**config.mk**
```make
export PLATFORM = sky130hd
export DESIGN_NAME = rtlmeter_cycle_window
export DESIGN_NICKNAME = d
export VERILOG_FILES = /design/src/rtl/rtlmeter_cycle_window.sv
export SDC_FILE = /design/constraint.sdc
export NUM_CORES = 1
export LEC_CHECK = 0
export ABC_AREA = 0
export BUFFER_PORTS_ARGS = -buffer_cell sky130_fd_sc_hd__clkbuf_2
export CAP_MARGIN = 20
export CORE_ASPECT_RATIO = 0.5
export CORE_MARGIN = 4
export CORE_UTILIZATION = 56
export CTS_CLUSTER_DIAMETER = 30
export DETAILED_ROUTE_END_ITERATION = 8
export GPL_ROUTABILITY_DRIVEN = 0
export PLACE_DENSITY = 0.81
export SKIP_CTS_REPAIR_TIMING = 1
export SYNTH_ARGS = -nofsm -noshare
export SYNTH_HDL_FRONTEND = slang
export SYNTH_SLANG_ARGS = --single-unit
```
**constraint.sdc**
```tcl
create_clock -name clk -period 2.95 [get_ports clk]
set_input_delay 0.4425 -clock clk [delete_from_list [all_inputs] [get_ports clk]]
set_output_delay 0.4425 -clock clk [all_outputs]
set_load 0.02 [all_outputs]
```
**src/rtl/rtlmeter_cycle_window.sv**
```systemverilog
// Cycle-window measurement unit: counts cycles between start and stop markers and reports over valid/ready.
// Define RTLMETER_CYCLE_WINDOW_TIMEOUT_EN to build the budget watchdog (res_timeout_o, finish_req_o).
module rtlmeter_cycle_window #(
    parameter int CNT_W = 64
) (
    input  logic             clk,
    input  logic             rst,
    input  logic             start_i,
    input  logic             stop_i,
    input  logic [CNT_W-1:0] budget_i,
    output logic             busy_o,
    output logic             res_valid_o,
    input  logic             res_ready_i,
    output logic [CNT_W-1:0] res_cycles_o,
    output logic             res_sat_o,
    output logic             res_timeout_o,
    output logic             finish_req_o
);

    localparam logic [1:0] S_IDLE   = 2'd0;
    localparam logic [1:0] S_RUN    = 2'd1;
    localparam logic [1:0] S_REPORT = 2'd2;

    localparam logic [CNT_W-1:0] ONE = {{(CNT_W-1){1'b0}}, 1'b1};

    logic [1:0]       r_state;
    logic [CNT_W-1:0] r_cnt;
    logic             r_sat;
    logic [CNT_W-1:0] r_res_cycles;
    logic             r_res_sat;

    logic             w_cnt_max;
    logic [CNT_W-1:0] w_cnt_inc;
    logic             w_sat_next;

    // The counter holds at all-ones instead of wrapping; hitting that ceiling marks the window saturated.
    assign w_cnt_max  = &r_cnt;
    assign w_cnt_inc  = w_cnt_max ? r_cnt : (r_cnt + ONE);
    assign w_sat_next = r_sat | w_cnt_max;

`ifdef RTLMETER_CYCLE_WINDOW_TIMEOUT_EN
    logic [CNT_W-1:0] r_bud;
    logic             r_res_timeout;
    logic             r_finish;
    logic             w_budget_hit;

    assign w_budget_hit  = (r_bud != '0) && (w_cnt_inc == r_bud);
    assign res_timeout_o = r_res_timeout;
    assign finish_req_o  = r_finish;
`else
    logic w_unused_budget;

    assign w_unused_budget = ^budget_i;
    assign res_timeout_o   = 1'b0;
    assign finish_req_o    = 1'b0;
`endif

    assign busy_o       = (r_state == S_RUN);
    assign res_valid_o  = (r_state == S_REPORT);
    assign res_cycles_o = r_res_cycles;
    assign res_sat_o    = r_res_sat;

    always_ff @(posedge clk) begin
        if (rst) begin
            r_state      <= S_IDLE;
            r_cnt        <= '0;
            r_sat        <= 1'b0;
            r_res_cycles <= '0;
            r_res_sat    <= 1'b0;
`ifdef RTLMETER_CYCLE_WINDOW_TIMEOUT_EN
            r_bud         <= '0;
            r_res_timeout <= 1'b0;
            r_finish      <= 1'b0;
`endif
        end else begin
`ifdef RTLMETER_CYCLE_WINDOW_TIMEOUT_EN
            r_finish <= 1'b0;
`endif
            case (r_state)
                S_IDLE: begin
                    if (start_i) begin
                        r_state <= S_RUN;
                        r_cnt   <= '0;
                        r_sat   <= 1'b0;
`ifdef RTLMETER_CYCLE_WINDOW_TIMEOUT_EN
                        r_bud   <= budget_i;
`endif
                    end
                end
                S_RUN: begin
                    r_cnt <= w_cnt_inc;
                    r_sat <= w_sat_next;
                    // A stop arriving in the same cycle as the budget expiry takes priority.
                    if (stop_i) begin
                        r_state      <= S_REPORT;
                        r_res_cycles <= w_cnt_inc;
                        r_res_sat    <= w_sat_next;
`ifdef RTLMETER_CYCLE_WINDOW_TIMEOUT_EN
                        r_res_timeout <= 1'b0;
                    end else if (w_budget_hit) begin
                        r_state       <= S_REPORT;
                        r_res_cycles  <= r_bud;
                        r_res_sat     <= w_sat_next;
                        r_res_timeout <= 1'b1;
                        r_finish      <= 1'b1;
`endif
                    end
                end
                S_REPORT: begin
                    if (res_ready_i) begin
                        r_state <= S_IDLE;
                    end
                end
                default: begin
                    r_state <= S_IDLE;
                end
            endcase
        end
    end

endmodule

```
# After elaboration in Yosys (flattened, before gate mapping)
# Index checks and enable logic that the tools add are counted.
# W data, S select, Z words.
# classes
n_mux	9
n_bitwise	1
reduce_logical	6
eq_ne	5
n_addsub	1
# op_table
operator	n
$mux W64	2
$pmux W64 S2	1
$add A64 B1 Y64 const B	1
$reduce_and A64 Y1	1
$mux W2	3
$pmux W2 S3	1
$ne A2 B2 Y1 const B	2
$reduce_and A2 Y1	2
$reduce_and A3 Y1	1
$eq A2 B1 Y1 const B	1
$eq A2 B2 Y1 const B	1
$logic_not A2 Y1	1
$ne A2 B1 Y1 const B	1
$pmux W1 S2	1
$reduce_bool A2 Y1	1
$mux W1	1
$or A1 B1 Y1	1
# word_totals
wordCells	27
output_inout_bits	69
regBits	132
input_bits	69

# Logic depth before layout (Yosys ltp)
# Gate-level depths: netlist (run 1).
# depth
depth_word	3
ltp_mapped	10
depth_no_buf	7

# Worst setup path before layout (run 1)
# OpenSTA, ideal clock, no wires.
# synth_timing
path_kind	flip-flop to flip-flop
startpoint	reg r_cnt[53]
endpoint	reg r_res_cycles[3] (netlist: res_cycles_o[3])
required_ps	2818
setup_ps	132
arrival_time_ps	2432
period_less_slack_ps	2565
setup_slack_ps	385
path_stages_with_launch	10
n_path_buf	3
path_cell_list	dfxtp_1 > nand4_2 > or4_1 > buf_2 > or4_1 > buf_6 > buf_6 > o211ai_1 > xor2_1 > a21oi_1
# synth_between
elab_chain_cells	2
# synth_rtl
item	line_no	source
start: declaration	27	logic [CNT_W-1:0] r_cnt;
start signal: assignment	91	r_cnt <= w_cnt_inc;
$reduce_and A64 Y1	37	assign w_cnt_max = &r_cnt;
$mux W64	38	assign w_cnt_inc = w_cnt_max ? r_cnt : (r_cnt + ONE);
end signal: assignment	96	r_res_cycles <= w_cnt_inc;
end: declaration	29	logic [CNT_W-1:0] r_res_cycles;
# Every way passes these cells.
# A chain may end at the register's enable or synchronous reset.

# Worst setup path in the final report (run 1)
# layout_timing
startpoint	reg r_cnt[52]
endpoint	reg r_res_cycles[63] (netlist: res_cycles_o[63])
# layout_between
elab_chain_cells	2
elab_cells_between_ends	3
cone_classes	1 x add/sub; 1 x mux; 1 x reduce/logical
# layout_rtl
item	line_no
$add A64 B1 Y64 / $reduce_and A64 Y1 (equally long branches)	38, 37
$mux W64 (*)	38
# Every way passes the cells marked *; elsewhere a longest branch is shown, timed or not.

==> flow_results.xml, run 1 <==
<?xml version="1.0" encoding="UTF-8"?>
<metrics>
  <group name="yosys">
    <metric name="synth_cell_type_count" unit="">66</metric>
    <metric name="syn_area_per_cell" unit="µm²">7.87</metric>
    <metric name="synth_simple_gate_area_share" unit="%">23.3</metric>
    <metric name="dominant_combinational_cell_family_by_area_after_synthesis" unit="">compound AO/OA/AOI/OAI gates</metric>
    <metric name="synth-adder-area-share" unit="%">0.180</metric>
    <metric name="compound_gate_portion_of_the_synthesized_area" unit="%">26.6</metric>
    <metric name="syn_inst" unit="">885</metric>
    <metric name="portion_of_netlist_area_occupied_by_mux_cells" unit="%">0.575</metric>
    <metric name="top_cells_by_area_in_the_synthesized_netlist" unit="">sky130_fd_sc_hd__dfxtp_1 (38%), sky130_fd_sc_hd__o21ai_0 (7.2%), sky130_fd_sc_hd__a21oi_1 (6.0%)</metric>
    <metric name="synthDominantAreaCellType" unit="">sky130_fd_sc_hd__dfxtp_1</metric>
    <metric name="yosysWarningCount" unit="">0</metric>
    <metric name="ys_ff_latch" unit="">132</metric>
    <metric name="synthArstFlopShare" unit="%">0</metric>
    <metric name="synth.top_cell.area_share" unit="%">37.9</metric>
    <metric name="synth_top_flop_cell" unit="">sky130_fd_sc_hd__dfxtp_1</metric>
    <metric name="post_synthesis_share_of_cell_area_spent_on_xor_and_xnor_gates" unit="%">5.15</metric>
    <metric name="number_of_enable_type_register_cells_in_the_synthesized_netlist" unit="">0</metric>
    <metric name="syn_area" unit="µm²">6970</metric>
    <metric name="synth-seq-area-share" unit="%">37.9</metric>
  </group>
  <group name="power_and_ir_drop">
    <metric name="worst_ir_drop_vdd" unit="mV">0.248</metric>
    <metric name="power.density_cell_area" unit="nW/µm²">513</metric>
    <metric name="total_power" unit="mW">4.21</metric>
    <metric name="static-leakage-power" unit="nW">2.85</metric>
  </group>
  <group name="sta">
    <metric name="final_hold_viol_count" unit="">0</metric>
    <metric name="fmax" unit="MHz">342</metric>
    <metric name="clock_skew" unit="ns">0.00792</metric>
    <metric name="setup-violations-final" unit="">0</metric>
    <metric name="slew_headroom" unit="%">41.0</metric>
    <metric name="number_of_pins_exceeding_their_max_slew_limit_in_the_final_report" unit="">0</metric>
    <metric name="period_minus_slack" unit="ns">2.93</metric>
    <metric name="fin_crit_sh" unit="%">99.2</metric>
    <metric name="grt_setup_unrepaired" unit="">true</metric>
    <metric name="tightest_slew" unit="ns">0.863</metric>
  </group>
  <group name="critical_path">
    <metric name="crit_path_start_kind" unit="">register</metric>
    <metric name="critPathBufInv" unit="">1</metric>
    <metric name="crit_path_max_incr_delay" unit="ns">0.72</metric>
    <metric name="critical-path-top-delay-family" unit="">simple AND/OR/NAND/NOR gates</metric>
    <metric name="slowest_cp_cell" unit="">sky130_fd_sc_hd__or4_1</metric>
    <metric name="path_cells" unit="">nand4_2, or4_1, or4_1, buf_4, o211a_1, and3_1, nor3_1</metric>
    <metric name="timing.critical_path.fanout_max" unit="">11</metric>
    <metric name="crit_path_end_kind" unit="">register</metric>
    <metric name="critPathArrivalTime" unit="ns">3.26</metric>
    <metric name="critical_path_class" unit="">register to register</metric>
    <metric name="worst-endpoint-required" unit="ns">3.28</metric>
    <metric name="cpMostUsedCell" unit="">sky130_fd_sc_hd__or4_1</metric>
  </group>
  <group name="die">
    <metric name="core_region_area" unit="µm²">12000</metric>
    <metric name="initial_utilization" unit="%">58.2</metric>
    <metric name="die_h" unit="µm">86.9</metric>
    <metric name="rows" unit="">28</metric>
    <metric name="die_x" unit="µm">166</metric>
    <metric name="floorplan.die_area" unit="µm²">14400</metric>
    <metric name="top_level_ports" unit="">138</metric>
  </group>
  <group name="placement">
    <metric name="placement.io_buffers" unit="">71</metric>
    <metric name="place.detailed.instances" unit="">1092</metric>
    <metric name="dp_hpwl" unit="mm">14.4</metric>
    <metric name="placement.cell_area" unit="µm²">7650</metric>
  </group>
  <group name="detailed_routing">
    <metric name="wl" unit="mm">21.4</metric>
    <metric name="drt-wirelength-per-cell" unit="µm">19.0</metric>
    <metric name="via_per_inst" unit="">6.58</metric>
    <metric name="drt-initial-drc-count" unit="">983</metric>
    <metric name="drtPass1Iterations" unit="">7</metric>
    <metric name="drtAntennaViolNets" unit="">0</metric>
    <metric name="drc" unit="">0</metric>
    <metric name="via_count" unit="">7400</metric>
  </group>
  <group name="final_layout">
    <metric name="layout.cells.most_common_list" unit="">sky130_fd_sc_hd__dfxtp_1 (132), sky130_fd_sc_hd__o21ai_0 (100), sky130_fd_sc_hd__a21oi_1 (84)</metric>
    <metric name="antenna-diode-count" unit="">0</metric>
    <metric name="final_core_util" unit="%">68.5</metric>
    <metric name="layoutNonFillerInstCount" unit="">1124</metric>
    <metric name="layout.nets" unit="">1016</metric>
    <metric name="layout.cells.most_common" unit="">sky130_fd_sc_hd__dfxtp_1</metric>
    <metric name="layout-area-overhead-vs-synth" unit="%">17.8</metric>
    <metric name="final_area" unit="µm²">8210</metric>
    <metric name="drive_gt1_share" unit="%">17.8</metric>
  </group>
  <group name="cts">
    <metric name="cts_buffers" unit="">17</metric>
    <metric name="htree_num_levels" unit="">4</metric>
    <metric name="tritoncts_num_sinks" unit="">132</metric>
    <metric name="cts.root.buffer_cell" unit="">sky130_fd_sc_hd__clkbuf_16</metric>
    <metric name="clkLatencyLatePin" unit="ns">0.42</metric>
    <metric name="tritoncts" unit="">yes</metric>
    <metric name="clock_path_buffers" unit="">2</metric>
    <metric name="clk_pin_slew" unit="ns">0.06</metric>
  </group>
  <group name="global_route">
    <metric name="wire_length_of_the_first_global_routing_pass" unit="mm">34.2</metric>
    <metric name="initial_antenna_violation_count" unit="">0</metric>
    <metric name="grt_overflow_total" unit="">0</metric>
    <metric name="vias_in_the_first_global_route" unit="">6699</metric>
    <metric name="grt_start_max_net_pins" unit="">65</metric>
    <metric name="track_usage" unit="%">29.0</metric>
  </group>
  <group name="flow_run">
    <metric name="max_cap_violations" unit="">0</metric>
  </group>
  <group name="min_path">
    <metric name="hold_class" unit="">input port to register</metric>
  </group>
  <group name="run_status">
    <metric name="run_status" unit="">finished clean</metric>
  </group>
</metrics>
[power breakdown]
group	total (mW)	internal, mW	switching [mW]
clock network	1.99	1.20	0.792
registers	1.87	1.84	0.0339
logic	0.351	0.110	0.241
[cell usage after synthesis (3+ instances only)]
library cell,n
sky130_fd_sc_hd__or2_2,3
sky130_fd_sc_hd__mux2i_1,4
sky130_fd_sc_hd__nor3_1,25
sky130_fd_sc_hd__buf_4,3
sky130_fd_sc_hd__nand4_1,30
sky130_fd_sc_hd__a31oi_1,54
sky130_fd_sc_hd__nand2_1,53
sky130_fd_sc_hd__nor2_1,32
sky130_fd_sc_hd__buf_2,11
sky130_fd_sc_hd__nand2b_1,13
sky130_fd_sc_hd__nand3_1,41
sky130_fd_sc_hd__nor4_1,19
sky130_fd_sc_hd__a2111oi_0,5
sky130_fd_sc_hd__o211ai_1,11
sky130_fd_sc_hd__buf_6,3
sky130_fd_sc_hd__a211o_1,3
sky130_fd_sc_hd__and2_1,7
sky130_fd_sc_hd__or3_1,28
sky130_fd_sc_hd__a211oi_1,7
sky130_fd_sc_hd__xor2_1,9
sky130_fd_sc_hd__xnor2_1,32
sky130_fd_sc_hd__a21o_1,4
sky130_fd_sc_hd__clkbuf_1,63
sky130_fd_sc_hd__o21ai_1,5
sky130_fd_sc_hd__a41oi_1,3
sky130_fd_sc_hd__inv_1,20
sky130_fd_sc_hd__or4_1,11
sky130_fd_sc_hd__dfxtp_1,132
sky130_fd_sc_hd__and4_1,8
sky130_fd_sc_hd__and3_1,14
sky130_fd_sc_hd__o21ai_0,100
sky130_fd_sc_hd__o21a_1,3
sky130_fd_sc_hd__a21oi_1,84
[final cells by class]
type                       instances  area [µm²]
fill                            1025        3770
timing repair buffer             123         808
clock inverter                     9        80.1
inverter                          20        75.1
tap                              165         206
multi-input combinational        652        3930
sequential                       132        2640
clock buffer                      23         468
[state kept, by name, indices dropped and copies added (netlist names)]
signal / cells
res_cycles_o: 64
r_sat: 1
r_state: 2
r_cnt: 64
res_sat_o: 1
[worst reg2reg max path: cells and delay by family (launching register included)]
family | cells | cell delay, ns
and+or+nand+nor | 5 | 1.82
DFF | 1 | 0.45
AOI/OAI and AO/OA | 1 | 0.29
buffers and inverters | 1 | 0.28
[metrics by stage]
| step | setup TNS (ns) | hold WS (ns) | worst slack (ns) |
|---|---|---|---|
| 2_1_floorplan | 0 | 0.452 | 0.385 |
| 3_3_place_gp | 0 | 0.454 | 0.198 |
| 3_5_place_dp | 0 | 0.462 | 0.149 |
| 4_1_cts | 0 | 0.292 | 0.0913 |
| 5_1_grt | -0.00472 | 0.305 | -0.00472 |
| 6_report | 0 | 0.303 | 0.0244 |
[metal layers]
| layer | share of wire (%) | GRT usage [%] | vias up |
|---|---|---|---|
| met5 | 0 | 0 | - |
| met4 | 2.4 | 10.2 | 0 |
| met3 | 13 | 6.66 | 73 |
| met2 | 42 | 43.6 | 504 |
| met1 | 44 | 41.4 | 3381 |
| li1 | - | - | 3442 |
[cells by family (layout without fill, tap and decap cells)]
logic type,after synthesis,in the layout
AOI/OAI and AO/OA,309,309
and+or+nand+nor,295,295
DFF,132,132
buffers and inverters,102,175
xor gates and xnor gates,41,41
muxes,4,4
adders and majority gates,1,1
other,1,2
[worst paths after layout]
check / depth (start not counted) / slack, ns / end / from
hold / removal: 3 / 0.30 / r_state[1]$_SDFFE_PP0P_ / res_ready_i
hold reg to reg: 2 / 0.47 / res_cycles_o[0]$_SDFFE_PP0P_ / res_cycles_o[0]$_SDFFE_PP0P_
setup reg to reg: 7 / 0.02 / res_cycles_o[63]$_SDFFE_PP0P_ / r_cnt[52]$_SDFFE_PP0P_
setup / recovery: 7 / 0.02 / res_cycles_o[63]$_SDFFE_PP0P_ / r_cnt[52]$_SDFFE_PP0P_
(Power assumes the default switching activity.)
==> inputs of run 2 (changes only) <==
--- a/config.mk
+++ b/config.mk
@@ -5,16 +5,16 @@
 export SDC_FILE = /design/constraint.sdc
 export NUM_CORES = 1
 export LEC_CHECK = 0
-export ABC_AREA = 0
+export ABC_AREA = 1
 export BUFFER_PORTS_ARGS = -buffer_cell sky130_fd_sc_hd__clkbuf_2
 export CAP_MARGIN = 20
 export CORE_ASPECT_RATIO = 0.5
-export CORE_MARGIN = 4
+export CORE_MARGIN = 10
 export CORE_UTILIZATION = 56
 export CTS_CLUSTER_DIAMETER = 30
 export DETAILED_ROUTE_END_ITERATION = 8
 export GPL_ROUTABILITY_DRIVEN = 0
-export PLACE_DENSITY = 0.81
+export PLACE_DENSITY = 0.8
 export SKIP_CTS_REPAIR_TIMING = 1
 export SYNTH_ARGS = -nofsm -noshare
 export SYNTH_HDL_FRONTEND = slang
==> run 2 against run 1 <==
Net effect:
- synthesized cell count grew 29%
- non-clock buffer count shrank 41
- global-route usage shrank 4.8 points
- worst hold slack lost 0.020 ns
- flip-flop and latch count is the same
- total power grew 6.5%
- critical path depth grew 2
- design area grew 2.3%
- sequential power is essentially flat
- setup slack gained 0.30 ns
- critical path type unchanged
- critical endpoint is now r_cnt[61]$_SDFFE_PP0P_
- largest cell class unchanged
- largest power group unchanged
- highest routed layer unchanged
==> flow_results.xml, run 2 <==
<?xml version="1.0" encoding="UTF-8"?>
<metrics>
  <group name="cts">
    <metric name="tritoncts" unit="">yes</metric>
    <metric name="clkLatencyLatePin" unit="ns">0.43</metric>
    <metric name="cts_buffers" unit="">17</metric>
    <metric name="tritoncts_num_sinks" unit="">132</metric>
    <metric name="htree_num_levels" unit="">4</metric>
    <metric name="clock_path_buffers" unit="">2</metric>
    <metric name="cts.root.buffer_cell" unit="">sky130_fd_sc_hd__clkbuf_16</metric>
    <metric name="clk_pin_slew" unit="ns">0.06</metric>
  </group>
  <group name="critical_path">
    <metric name="worst-endpoint-required" unit="ns">3.22</metric>
    <metric name="critPathArrivalTime" unit="ns">2.89</metric>
    <metric name="crit_path_max_incr_delay" unit="ns">0.48</metric>
    <metric name="crit_path_end_kind" unit="">register</metric>
    <metric name="path_cells" unit="">inv_1, nor2_4, nand2_1, nor2_1, nand2_1, o21ai_0, nand3_1, nand2_1, a21oi_1</metric>
    <metric name="critPathBufInv" unit="">1</metric>
    <metric name="slowest_cp_cell" unit="">sky130_fd_sc_hd__nor2_1</metric>
    <metric name="critical-path-top-delay-family" unit="">simple AND/OR/NAND/NOR gates</metric>
    <metric name="critical_path_class" unit="">register to register</metric>
    <metric name="crit_path_start_kind" unit="">register</metric>
    <metric name="rrSetupSlack" unit="ns">0.33</metric>
    <metric name="cpMostUsedCell" unit="">sky130_fd_sc_hd__nand2_1</metric>
    <metric name="timing.critical_path.fanout_max" unit="">7</metric>
  </group>
  <group name="final_layout">
    <metric name="layout.cells.most_common" unit="">sky130_fd_sc_hd__nand2_1</metric>
    <metric name="layout-area-overhead-vs-synth" unit="%">14.7</metric>
    <metric name="layout.cells.most_common_list" unit="">sky130_fd_sc_hd__nand2_1 (322), sky130_fd_sc_hd__nor2_1 (193), sky130_fd_sc_hd__dfxtp_1 (132)</metric>
    <metric name="layout.nets" unit="">1265</metric>
    <metric name="fillers" unit="">1124</metric>
    <metric name="antenna-diode-count" unit="">0</metric>
    <metric name="final_core_util" unit="%">65.9</metric>
    <metric name="drive_gt1_share" unit="%">14.5</metric>
  </group>
  <group name="power_and_ir_drop">
    <metric name="power.density_cell_area" unit="nW/µm²">534</metric>
    <metric name="netSwitchingPower" unit="mW">1.12</metric>
    <metric name="worst_ir_drop_vdd" unit="mV">0.371</metric>
    <metric name="static-leakage-power" unit="nW">3.44</metric>
    <metric name="p_int" unit="mW">3.37</metric>
    <metric name="swShare" unit="%">25.0</metric>
    <metric name="total_power" unit="mW">4.49</metric>
    <metric name="pwr-share-clk" unit="%">50.8</metric>
    <metric name="seqPwrFrac" unit="%">41.6</metric>
    <metric name="combinationalPowerShare" unit="%">7.6</metric>
  </group>
  <group name="global_route">
    <metric name="vias_in_the_first_global_route" unit="">7047</metric>
    <metric name="grt_overflow_total" unit="">0</metric>
    <metric name="grt_start_max_net_pins" unit="">68</metric>
    <metric name="wire_length_of_the_first_global_routing_pass" unit="mm">36.4</metric>
    <metric name="initial_antenna_violation_count" unit="">0</metric>
    <metric name="track_usage" unit="%">24.3</metric>
  </group>
  <group name="sta">
    <metric name="slew_headroom" unit="%">40.2</metric>
    <metric name="final_hold_viol_count" unit="">0</metric>
    <metric name="clock_skew" unit="ns">0.0100</metric>
    <metric name="period_minus_slack" unit="ns">2.62</metric>
    <metric name="setup_total_negative_slack" unit="ns">0</metric>
    <metric name="setup-violations-final" unit="">0</metric>
    <metric name="fmax" unit="MHz">381</metric>
    <metric name="fin_crit_sh" unit="%">88.9</metric>
    <metric name="tightest_slew" unit="ns">0.898</metric>
    <metric name="grt_setup_unrepaired" unit="">false</metric>
    <metric name="number_of_pins_exceeding_their_max_slew_limit_in_the_final_report" unit="">0</metric>
  </group>
  <group name="yosys">
    <metric name="synthTopCellsByCount" unit="">sky130_fd_sc_hd__nand2_1 (322), sky130_fd_sc_hd__nor2_1 (193), sky130_fd_sc_hd__dfxtp_1 (132), sky130_fd_sc_hd__inv_1 (110), sky130_fd_sc_hd__o21ai_0 (77)</metric>
    <metric name="syn_area_per_cell" unit="µm²">6.40</metric>
    <metric name="synth_top_flop_cell" unit="">sky130_fd_sc_hd__dfxtp_1</metric>
    <metric name="synthArstFlopShare" unit="%">0</metric>
    <metric name="synth-seq-area-share" unit="%">36.1</metric>
    <metric name="syn_area" unit="µm²">7320</metric>
    <metric name="synth.top_cell.area_share" unit="%">36.1</metric>
    <metric name="number_of_enable_type_register_cells_in_the_synthesized_netlist" unit="">0</metric>
    <metric name="yosysMostFrequentCell" unit="">sky130_fd_sc_hd__nand2_1</metric>
    <metric name="syn_inst" unit="">1144</metric>
    <metric name="ys_ff_latch" unit="">132</metric>
    <metric name="top_cells_by_area_in_the_synthesized_netlist" unit="">sky130_fd_sc_hd__dfxtp_1 (36%), sky130_fd_sc_hd__nand2_1 (17%), sky130_fd_sc_hd__nor2_1 (9.9%)</metric>
    <metric name="yosysWarningCount" unit="">0</metric>
    <metric name="synthDominantAreaCellType" unit="">sky130_fd_sc_hd__dfxtp_1</metric>
    <metric name="synth_cell_type_count" unit="">28</metric>
  </group>
  <group name="detailed_routing">
    <metric name="wl_met3" unit="mm">2.95</metric>
    <metric name="via_count" unit="">7733</metric>
    <metric name="drtAntennaViolNets" unit="">0</metric>
    <metric name="wl" unit="mm">22.5</metric>
    <metric name="drt-wirelength-per-cell" unit="µm">16.4</metric>
    <metric name="drtPass1Iterations" unit="">6</metric>
    <metric name="met2WireLength" unit="mm">8.92</metric>
    <metric name="route.top_layer_used" unit="">met4</metric>
    <metric name="met1_length" unit="mm">10.1</metric>
    <metric name="drt-initial-drc-count" unit="">839</metric>
    <metric name="drc" unit="">0</metric>
    <metric name="via_per_inst" unit="">5.62</metric>
  </group>
  <group name="die">
    <metric name="top_level_ports" unit="">138</metric>
    <metric name="initial_utilization" unit="%">57.5</metric>
    <metric name="core_region_area" unit="µm²">12700</metric>
    <metric name="floorplan.die_area" unit="µm²">18300</metric>
    <metric name="die_h" unit="µm">101</metric>
    <metric name="die_x" unit="µm">182</metric>
    <metric name="rows" unit="">29</metric>
  </group>
  <group name="run_status">
    <metric name="run_status" unit="">finished clean</metric>
  </group>
  <group name="flow_run">
    <metric name="max_cap_violations" unit="">0</metric>
  </group>
  <group name="placement">
    <metric name="placement.io_buffers" unit="">71</metric>
    <metric name="dp_hpwl" unit="mm">16.1</metric>
  </group>
  <group name="min_path">
    <metric name="hold_class" unit="">input port to register</metric>
  </group>
</metrics>
-- run 2: changes by cell type after synthesis, moves of 23 or more --
| cell | delta |
|---|---|
| sky130_fd_sc_hd__a31oi_1 | -54 |
| sky130_fd_sc_hd__clkbuf_1 | -28 |
| sky130_fd_sc_hd__inv_1 | +90 |
| sky130_fd_sc_hd__nand2_1 | +269 |
| sky130_fd_sc_hd__nor2_1 | +161 |
| sky130_fd_sc_hd__o21ai_0 | -23 |
| sky130_fd_sc_hd__o21bai_1 | +38 |
| sky130_fd_sc_hd__or3_1 | -28 |
| sky130_fd_sc_hd__xnor2_1 | -27 |
-- run 2: power groups by stage --
stage               logic, mW  clock network [mW]  registers, mW
detailed placement      0.339                   0           1.91
floorplan               0.168                   0           1.97
global route            0.374                2.36           1.87
finish                  0.341                2.28           1.87
CTS                     0.341                2.28           1.87
global placement        0.334                   0           1.90
-- run 2: area by class of cell --
cell class,count,area (µm²),share of cell area (%)
multi-input combinational,849,4050,48.2
inverter,113,424,5.05
clock buffer,19,443,5.27
sequential,132,2640,31.5
clock inverter,12,179,2.13
timing repair buffer,82,450,5.36
tap,170,213,2.53
-- run 2: worst min-delay path: stages --
cell	delay, ns
sky130_fd_sc_hd__clkbuf_2	0.07
sky130_fd_sc_hd__inv_1	0.03
sky130_fd_sc_hd__nand2_1	0.05
sky130_fd_sc_hd__a21oi_1	0.06
-- run 2: stage by stage --
stage                     setup slack, ns  cell area [µm²]  std cells  hold WS, ns
after floorplan                      1.01             7320       1145        0.441
after global placement              0.553             7770       1346        0.449
after detailed placement            0.500             7770       1346        0.455
after CTS                           0.480             8400       1377        0.283
after global routing                0.249             8400       1377        0.329
final                               0.327             8400       1377        0.283
-- run 2: final timing paths --
path                    startpoint                      end  cells past startpoint
max          r_cnt[0]$_SDFFE_PP0P_   r_cnt[61]$_SDFFE_PP0P_                      9
min                    res_ready_i  r_state[1]$_SDFFE_PP0P_                      4
max reg2reg  r_cnt[0]$_SDFFE_PP0P_   r_cnt[61]$_SDFFE_PP0P_                      9
min reg2reg     r_sat$_SDFFE_PP0P_       r_sat$_SDFFE_PP0P_                      2
-- run 2: per-layer routing --
layer / GRT usage (%) / up-vias
met5: 0 / -
met1: 33.2 / 3539
met3: 8.14 / 54
li1: - / 3718
met2: 34.5 / 422
met4: 9.01 / 0
-- run 2: kinds of logic (layout without fill, tap and decap cells) --
logic type                 Yosys count  after routing  synth area share (%)
other                                1              2                0.0512
and+or+nand+nor                    625            625                  36.1
buffers and inverters              164            226                  8.97
AOI/OAI and AO/OA                  199            199                  16.0
adders and majority gates            1              1                 0.171
xor gates and xnor gates            22             22                  2.63
DFF                                132            132                  36.1
